===== src/rtl/cla_pkg.sv =====
// Shared constants for the carry-lookahead add/subtract datapath.
package cla_pkg;
  localparam int GRP = 4;

  function automatic int grp_count(input int width);
    return width / GRP;
  endfunction
endpackage


===== src/rtl/cla_group4.sv =====
// Combinational 4-bit carry-lookahead block: bit carries plus group propagate/generate.
module cla_group4 (
  input  logic [3:0] g_i,
  input  logic [3:0] p_i,
  input  logic       ci_i,
  output logic [3:1] c_o,
  output logic       co_o,
  output logic       pg_o,
  output logic       gg_o
);
  assign c_o[1] = g_i[0] | (p_i[0] & ci_i);
  assign c_o[2] = g_i[1] | (p_i[1] & g_i[0]) | (p_i[1] & p_i[0] & ci_i);
  assign c_o[3] = g_i[2] | (p_i[2] & g_i[1]) | (p_i[2] & p_i[1] & g_i[0])
                | (p_i[2] & p_i[1] & p_i[0] & ci_i);

  assign pg_o = &p_i;
  assign gg_o = g_i[3] | (p_i[3] & g_i[2]) | (p_i[3] & p_i[2] & g_i[1])
              | (p_i[3] & p_i[2] & p_i[1] & g_i[0]);
  assign co_o = gg_o | (pg_o & ci_i);
endmodule


===== src/rtl/cla_pipe_addsub.sv =====
// Two-stage pipelined add/subtract on 4-bit group lookahead with a whole-pipe
// valid/ready stall (no skid buffer).
module cla_pipe_addsub
  import cla_pkg::*;
#(
  parameter int WIDTH = 16
) (
  input  logic             clk,
  input  logic             rst,
  input  logic             in_valid,
  output logic             in_ready,
  input  logic             in_sub,
  input  logic             in_cin,
  input  logic [WIDTH-1:0] in_a,
  input  logic [WIDTH-1:0] in_b,
  output logic             out_valid,
  input  logic             out_ready,
  output logic [WIDTH-1:0] out_sum,
  output logic             out_cout,
  output logic             out_ovf,
  output logic             out_zero
);
  localparam int NG = grp_count(WIDTH);

  logic             s1_load, s2_load;
  logic             vld_p1_q, vld_p2_q;
  logic [WIDTH-1:0] bb_p0, p_p0, g_p0;
  logic             c0_p0;
  logic [NG-1:0]    pg_p0, gg_p0;
  logic [3*NG-1:0]  unused_c_p0;
  logic [NG-1:0]    unused_co_p0;
  logic [WIDTH-1:0] p_p1_q, g_p1_q;
  logic             c0_p1_q;
  logic [NG-1:0]    pg_p1_q, gg_p1_q;
  logic [NG:0]      c_grp_p1;
  logic [WIDTH-1:0] carry_p1;
  logic [NG-1:0]    unused_co_p1, unused_pg_p1, unused_gg_p1;
  logic [WIDTH-1:0] sum_d, sum_q;
  logic             cout_d, ovf_d, zero_d;
  logic             cout_q, ovf_q, zero_q;

  assign s2_load  = !vld_p2_q | out_ready;
  assign s1_load  = !vld_p1_q | s2_load;
  assign in_ready = s1_load;

  // Stage 0 -> 1: operand conditioning and per-group propagate/generate
  assign bb_p0 = in_sub ? ~in_b : in_b;
  assign c0_p0 = in_sub | in_cin;
  assign p_p0  = in_a ^ bb_p0;
  assign g_p0  = in_a & bb_p0;

  for (genvar k = 0; k < NG; k++) begin : g_grp_p0
    cla_group4 u_grp (
      .g_i (g_p0[4*k +: 4]),
      .p_i (p_p0[4*k +: 4]),
      .ci_i(1'b0),
      .c_o (unused_c_p0[3*k +: 3]),
      .co_o(unused_co_p0[k]),
      .pg_o(pg_p0[k]),
      .gg_o(gg_p0[k])
    );
  end

  // Stage 1 -> 2: group carry chain, in-group carries, sum and flags
  assign c_grp_p1[0] = c0_p1_q;

  for (genvar k = 0; k < NG; k++) begin : g_grp_p1
    assign c_grp_p1[k+1]  = gg_p1_q[k] | (pg_p1_q[k] & c_grp_p1[k]);
    assign carry_p1[4*k]  = c_grp_p1[k];
    cla_group4 u_grp (
      .g_i (g_p1_q[4*k +: 4]),
      .p_i (p_p1_q[4*k +: 4]),
      .ci_i(c_grp_p1[k]),
      .c_o (carry_p1[4*k+1 +: 3]),
      .co_o(unused_co_p1[k]),
      .pg_o(unused_pg_p1[k]),
      .gg_o(unused_gg_p1[k])
    );
  end

  assign sum_d  = p_p1_q ^ carry_p1;
  assign cout_d = c_grp_p1[NG];
  assign ovf_d  = carry_p1[WIDTH-1] ^ cout_d;
  assign zero_d = ~|sum_d;

  always_ff @(posedge clk) begin
    if (rst) begin
      vld_p1_q <= 1'b0;
      vld_p2_q <= 1'b0;
      p_p1_q   <= '0;
      g_p1_q   <= '0;
      c0_p1_q  <= 1'b0;
      pg_p1_q  <= '0;
      gg_p1_q  <= '0;
      sum_q    <= '0;
      cout_q   <= 1'b0;
      ovf_q    <= 1'b0;
      zero_q   <= 1'b1;
    end else begin
      if (s1_load) vld_p1_q <= in_valid;
      if (s2_load) vld_p2_q <= vld_p1_q;
      if (s1_load && in_valid) begin
        p_p1_q  <= p_p0;
        g_p1_q  <= g_p0;
        c0_p1_q <= c0_p0;
        pg_p1_q <= pg_p0;
        gg_p1_q <= gg_p0;
      end
      if (s2_load && vld_p1_q) begin
        sum_q  <= sum_d;
        cout_q <= cout_d;
        ovf_q  <= ovf_d;
        zero_q <= zero_d;
      end
    end
  end

  assign out_valid = vld_p2_q;
  assign out_sum   = sum_q;
  assign out_cout  = cout_q;
  assign out_ovf   = ovf_q;
  assign out_zero  = zero_q;
endmodule

===== config.mk =====
export PLATFORM = sky130hd
export DESIGN_NAME = cla_pipe_addsub
export DESIGN_NICKNAME = d
export VERILOG_FILES = /design/src/rtl/cla_pkg.sv /design/src/rtl/cla_group4.sv /design/src/rtl/cla_pipe_addsub.sv
export SDC_FILE = /design/constraint.sdc
export NUM_CORES = 1
export LEC_CHECK = 0
export ABC_AREA = 1
export CORE_UTILIZATION = 47
export DETAILED_ROUTE_END_ITERATION = 10
export PLACE_DENSITY_LB_ADDON = 0.3
export SETUP_SLACK_MARGIN = 0.4
export SLEW_MARGIN = 5
export SYNTH_ARGS = -nofsm -noshare
export SYNTH_HDL_FRONTEND = slang
export SYNTH_SLANG_ARGS = --single-unit

===== constraint.sdc =====
create_clock -name clk -period 1.9 [get_ports clk]
set_input_delay 0.475 -clock clk [delete_from_list [all_inputs] [get_ports clk]]
set_output_delay 0.475 -clock clk [all_outputs]
set_load 0.05 [all_outputs]

* Yosys cells after proc, flatten, opt, wreduce, memory -nomap -nowiden
Index checks and enable logic that the tools add are counted.
Word-level totals: bits in registers 61, bits of input ports 38, logic and storage cells 130, output and inout bits 21
Operators by class: bitwise operators 108, mux-type cells 1, reductions and logical operators 10
Operators with widths (number):
- bitwise AND 1 bit | 60
- OR 1 bit | 43
- XOR 16 bit | 2
- bitwise AND 16 bit | 1
- 2-to-1 mux 16 bit | 1
- inverter 16 bit | 1
- AND reduction 4 bit | 4
- OR reduction 16 bit | 1
- zero test 1 bit | 3
- logical AND 1 bit | 2
- XOR 1 bit | 1

* Depth between registers and ports, before layout
depth after elaboration 11, depth in mapped cells 17, mapped depth without buffers 17

* Hierarchy
From an unflattened synthesis, not the netlist that was laid out.
Second synthesis, totals: cell total of the unflattened synthesis 483, area, all modules 3552.2 um2
By module, submodules not included:
- cla_pipe_addsub | area each 2751.4 um2, sequential area each 1241.2 um2, cells each 331, times used 1
- cla_group4 | area each 100.1 um2, sequential area each 0.0 um2, cells each 19, times used 8

* Worst setup path before layout
Ideal clock, no wire load.
kind register -> register, start point register vld_p2_q, in the netlist out_valid, end point register gg_p1_q[0], setup time 0.116 ns, data required time 1.784 ns, path slack -0.245 ns, buffers on the path 1, arrival time 2.029 ns, cell stages (with the launch flop) 7, period minus slack after synthesis 2.145 ns, path through dfxtp_1 -> nand3_1 -> nand2_2 -> inv_1 -> buf_2 -> o211ai_1 -> inv_1
On the way: word-level cells in the longest chain between the ends 4
Ends and longest elaborated chain:
- from (decl) | RTL line cla_pipe_addsub.sv:26 | logic vld_p1_q, vld_p2_q;
- from (signal assigned) | RTL line cla_pipe_addsub.sv:101 | if (s2_load) vld_p2_q <= vld_p1_q;
- zero test 1 bit | RTL line cla_pipe_addsub.sv:42 | assign s2_load = !vld_p2_q | out_ready;
- OR 1 bit | RTL line cla_pipe_addsub.sv:42
- OR 1 bit | RTL line cla_pipe_addsub.sv:43 | assign s1_load = !vld_p1_q | s2_load;
- net in_ready | RTL line cla_pipe_addsub.sv:11 | output logic in_ready,
- logical AND 1 bit | RTL line cla_pipe_addsub.sv:102 | if (s1_load && in_valid) begin
- to (signal assigned) | RTL line cla_pipe_addsub.sv:107 | gg_p1_q <= gg_p0;
- to (decl) | RTL line cla_pipe_addsub.sv:34 | logic [NG-1:0] pg_p1_q, gg_p1_q;
The timed path passes the listed nets, and every way through them passes these cells. A chain may end at the register's enable or synchronous reset.

* Final worst setup path
start point register pg_p1_q[0], end point register zero_q, in the netlist out_zero
On the way: word-level cells in the longest chain between the ends 11, elaborated cells on any way between the ends 27, classes of those cells 25 x bitwise; 2 x reduce/logical
Ends and longest elaborated chain:
- from (decl) | RTL line cla_pipe_addsub.sv:34
- from (signal assigned) | RTL line cla_pipe_addsub.sv:106 | pg_p1_q <= pg_p0;
- bitwise AND 1 bit * | RTL line cla_pipe_addsub.sv:68 | assign c_grp_p1[k+1] = gg_p1_q[k] | (pg_p1_q[k] & c_grp_p1[k]);
- OR 1 bit * | RTL line cla_pipe_addsub.sv:68
- bitwise AND 1 bit | RTL line cla_pipe_addsub.sv:68
- OR 1 bit | RTL line cla_pipe_addsub.sv:68
- bitwise AND 1 bit | RTL line cla_pipe_addsub.sv:68
- OR 1 bit | RTL line cla_pipe_addsub.sv:68
- bitwise AND 1 bit, on equally long branches | RTL line cla_group4.sv:11, cla_group4.sv:12, cla_group4.sv:14
- OR 1 bit, on equally long branches | RTL line cla_group4.sv:11, cla_group4.sv:12, cla_group4.sv:14
- XOR 16 bit * | RTL line cla_pipe_addsub.sv:81 | assign sum_d = p_p1_q ^ carry_p1;
- OR reduction 16 bit * | RTL line cla_pipe_addsub.sv:84 | assign zero_d = ~|sum_d;
- zero test 1 bit * | RTL line cla_pipe_addsub.sv:84
- to (signal assigned) | RTL line cla_pipe_addsub.sv:113 | zero_q <= zero_d;
- to (decl) | RTL line cla_pipe_addsub.sv:40 | logic cout_q, ovf_q, zero_q;
Every way passes the cells marked *; elsewhere a longest branch is shown, timed or not.

==> summary.md <==
| Metric | Value |
|---|---|
| Status | complete, no violations |
| WP data arrival | 1.99 ns |
| Crit end category | register |
| WP data required | 2.18 ns |
| Clock Skews | 0.006547 ns |
| Hold Buf Count CTS | 0 |
| CP peak stage delay | 0.32 ns |
| Layout cells sized above 1 | 20.90% |
| I/O Buffers | 58 |
| Critical path class | register to register |
| Grt ovf | 0 |
| I/O pin count | 59 |
| Max-slew violation count | 0 |
| Post-route minimum period | 1.716 ns |
| Max-cap violations | 0 |
| Area delta synth->final | 37.40% |
| Crit path max fanout | 4 |
| Synth top area cells | dfxtp_1 (39%), nand2_1 (8.5%), ha_1 (8.3%) |
| Die Ht | 81.95 um |
| FILL cells | 519 |
| F_max | 582.9 MHz |
| Multi-input logic area | 0.001723 mm2 |
| Finished Layout Cells | 563 |
| Initial DRC Count | 145 |
| Initial antenna violation count | 0 |
| Crit path max-delay cell type | dfxtp_2 |
| Hold Violations, Final | 0 |
| Antenna Cells | 0 |
| Via density | 5.155 |
| Finished Cell Area | 0.004128 mm2 |
| Mapped Avg Cell Area | 7.418 um2 |
| Post-DP Area | 0.003780 mm2 |
| Worst Setup Start Kind | register |
| Cells along the critical path | nand2_1, nand2_2, nand2_2, nand2_4, nand2_4, nand2_4, ha_4, o21ai_2, nand2_1, nor2_1, nand2_1, nor2_1, nand3_1, nor2_1, nand4_1, nand2_1 |
| Num CTS Buffers | 9 |
| Storage element area | 0.001170 mm2 |
| Syn_nets | 463 |
| Worst-Skew Late Latency | 0.33 ns |
| Cell Area, Synth | 0.003004 mm2 |
| Max Root-Sink Buffers | 2 |
| Slew @ Worst Pin | 0.3032 ns |
| DRC Markers | 0 |
| Post-synthesis cell count | 405 |
| CTS tree | built |
| Slew headroom | 79.69% |
| RSZ-0062 raised after global routing | yes |
| CP dominant cell by count | nand2_1 |
| WL/cell | 13.18 um |
| Final setup vio count | 0 |
| Global placer's final weighted congestion | 0.8348 |
| Synth area leader | dfxtp_1 |
| Tot GR Track Use | 23.63% |
| H-tree levels | 3 |
| Placed Instances | 540 |
| Total clock sinks | 58 |
| Util after Layout | 68.50% |
| Number of global-route vias before repair | 2729 |
| Final layout net count | 541 |
| Synth cell types | 29 |
| Total number of vias | 2902 |
| Largest net degree at the start of global routing | 28 |
| Clock Tree Root | clkbuf_8 |
| # rows | 28 |
| Peak supply drop | 370.4 uV |
| First-pass GRT wire length | 12100 um |
| Die footprint | 0.006716 mm2 |
| Pwr/cell area | 799.7 mW/mm2 |
| Die width | 81.95 um |
| Yosys Warn Count | 0 |
| Initial Util | 49.85% |
| Tot Pwr | 3301 uW |
| DP HPWL | 5381 um |
| Yosys top cell area share | 38.65% |
| Pre-antenna DRT Iters | 5 |
| Core ar. | 0.006026 mm2 |
| DRT antenna net count | 0 |
| Final period utilization | 90.30% |
| Final wirelength | 7423 um |
| Worst hold path type | register to register |
| Worst-path clk slew | 0.07 ns |
| Leak | 0.001985 uW |
| Worst hold slack | 0.4561 ns |
| Sequential share of the synthesized area | 38.65% |
| Number of synthesized register bits | 58 |
cells in the final DEF (no fill, tap or decap), types with 2 or more instances in the layout:
master	netlist	layout
nand2_1	68	65
dfxtp_1	58	53
o21ai_2	0	2
ha_1	20	17
nand2_4	2	5
inv_2	1	6
clkbuf_1	4	2
o21bai_1	3	3
xor2_1	16	14
ha_4	0	2
buf_6	1	6
o21ai_0	40	39
nor3_1	3	3
dfxtp_2	0	4
nand3_1	23	21
nor2_1	42	42
clkdlybuf4s50_1	0	25
buf_4	0	38
a21oi_2	1	3
nand4_1	5	5
a21oi_1	40	38
clkbuf_8	0	12
buf_12	0	4
a31oi_1	8	8
inv_1	39	33
dlymetal6s2s_1	0	7
clkinv_2	0	2
nand2_2	5	5
clkbuf_2	0	2
o211ai_1	6	6
final timing paths:
| check | start | to | slack, ns | depth (start not counted) |
|---|---|---|---|---|
| hold / removal | g_p1_q[2] | g_p1_q[2] | 0.46 | 2 |
| setup / recovery | pg_p1_q[0] | out_zero | 0.18 | 16 |
| hold reg to reg | g_p1_q[2] | g_p1_q[2] | 0.46 | 2 |
| setup reg to reg | pg_p1_q[0] | out_zero | 0.18 | 16 |
cells in the mapped netlist (all sizes together):
| cell type | instances |
|---|---|
| a21oi | 42 |
| a221oi | 1 |
| a31oi | 8 |
| and3 | 1 |
| buf | 13 |
| clkbuf | 4 |
| dfxtp | 58 |
| ha | 20 |
| inv | 40 |
| nand2 | 75 |
| nand3 | 23 |
| nand4 | 5 |
| nor2 | 43 |
| nor3 | 3 |
| o211ai | 6 |
| o21ai | 42 |
| o21bai | 3 |
| or2 | 1 |
| xnor2 | 1 |
| xor2 | 16 |
area by class of cell:
class,count,share of cell area (%)
Multi-Input combinational cell,290,41.74
Clock buffer,14,4.183
Sequential cell,58,28.34
Inverter,40,3.728
Tap cell,75,2.273
Timing Repair Buffer,84,19.49
Clock inverter,2,0.2425
where the power goes:
part	internal [uW]	switching, uW	leakage [uW]
clock	577	477	0.0000965
combinational	363	496	0.00141
sequential	1310	74.4	0.000481
through the flow:
step / TNS (ns) / setup WS (ns)
floorplan: 0 / 0.05732
global placement: -7.928 / -0.3739
detailed placement: -9.515 / -0.4421
CTS: 0 / 0.1886
global route: 0 / 0.02384
finish: 0 / 0.1843
sequential cells by signal (all words and copies together) (netlist names):
register,count
c0_p1_q,1
g_p1_q,12
gg_p1_q,4
out_cout,1
out_ovf,1
out_sum,16
out_valid,1
out_zero,1
p_p1_q,16
pg_p1_q,4
vld_p1_q,1
per-layer routing:
layer  share of wire (%)  track usage [%]
met2                  47            38.10
met4                0.50            8.772
met3                 5.5            4.222
met5                   0                0
met1                  47            31.28
timing repair:
item,in CTS,in global routing
pin swaps,17,29
resized for setup,18,38
setup buffers,6,1
endpoints found under the setup margin,53,14
logic make-up after synthesis:
logic type	count (synthesis)	synth area share, %
compound gates	102	18.70
xor+xnor	17	4.956
fa+ha+maj	20	8.330
buf+inv	57	7.830
flops	58	38.65
simple gates	151	21.53
critical path: cells and delay by family, from the launching register on:
family	cells	cell delay, ns
AO/OA/AOI/OAI	1	0.12
adder cells (fa/ha/maj)	1	0.16
flip-flops	1	0.32
AND/OR/NAND/NOR	14	1.06
No activity file was read; power rests on OpenSTA's default activity.
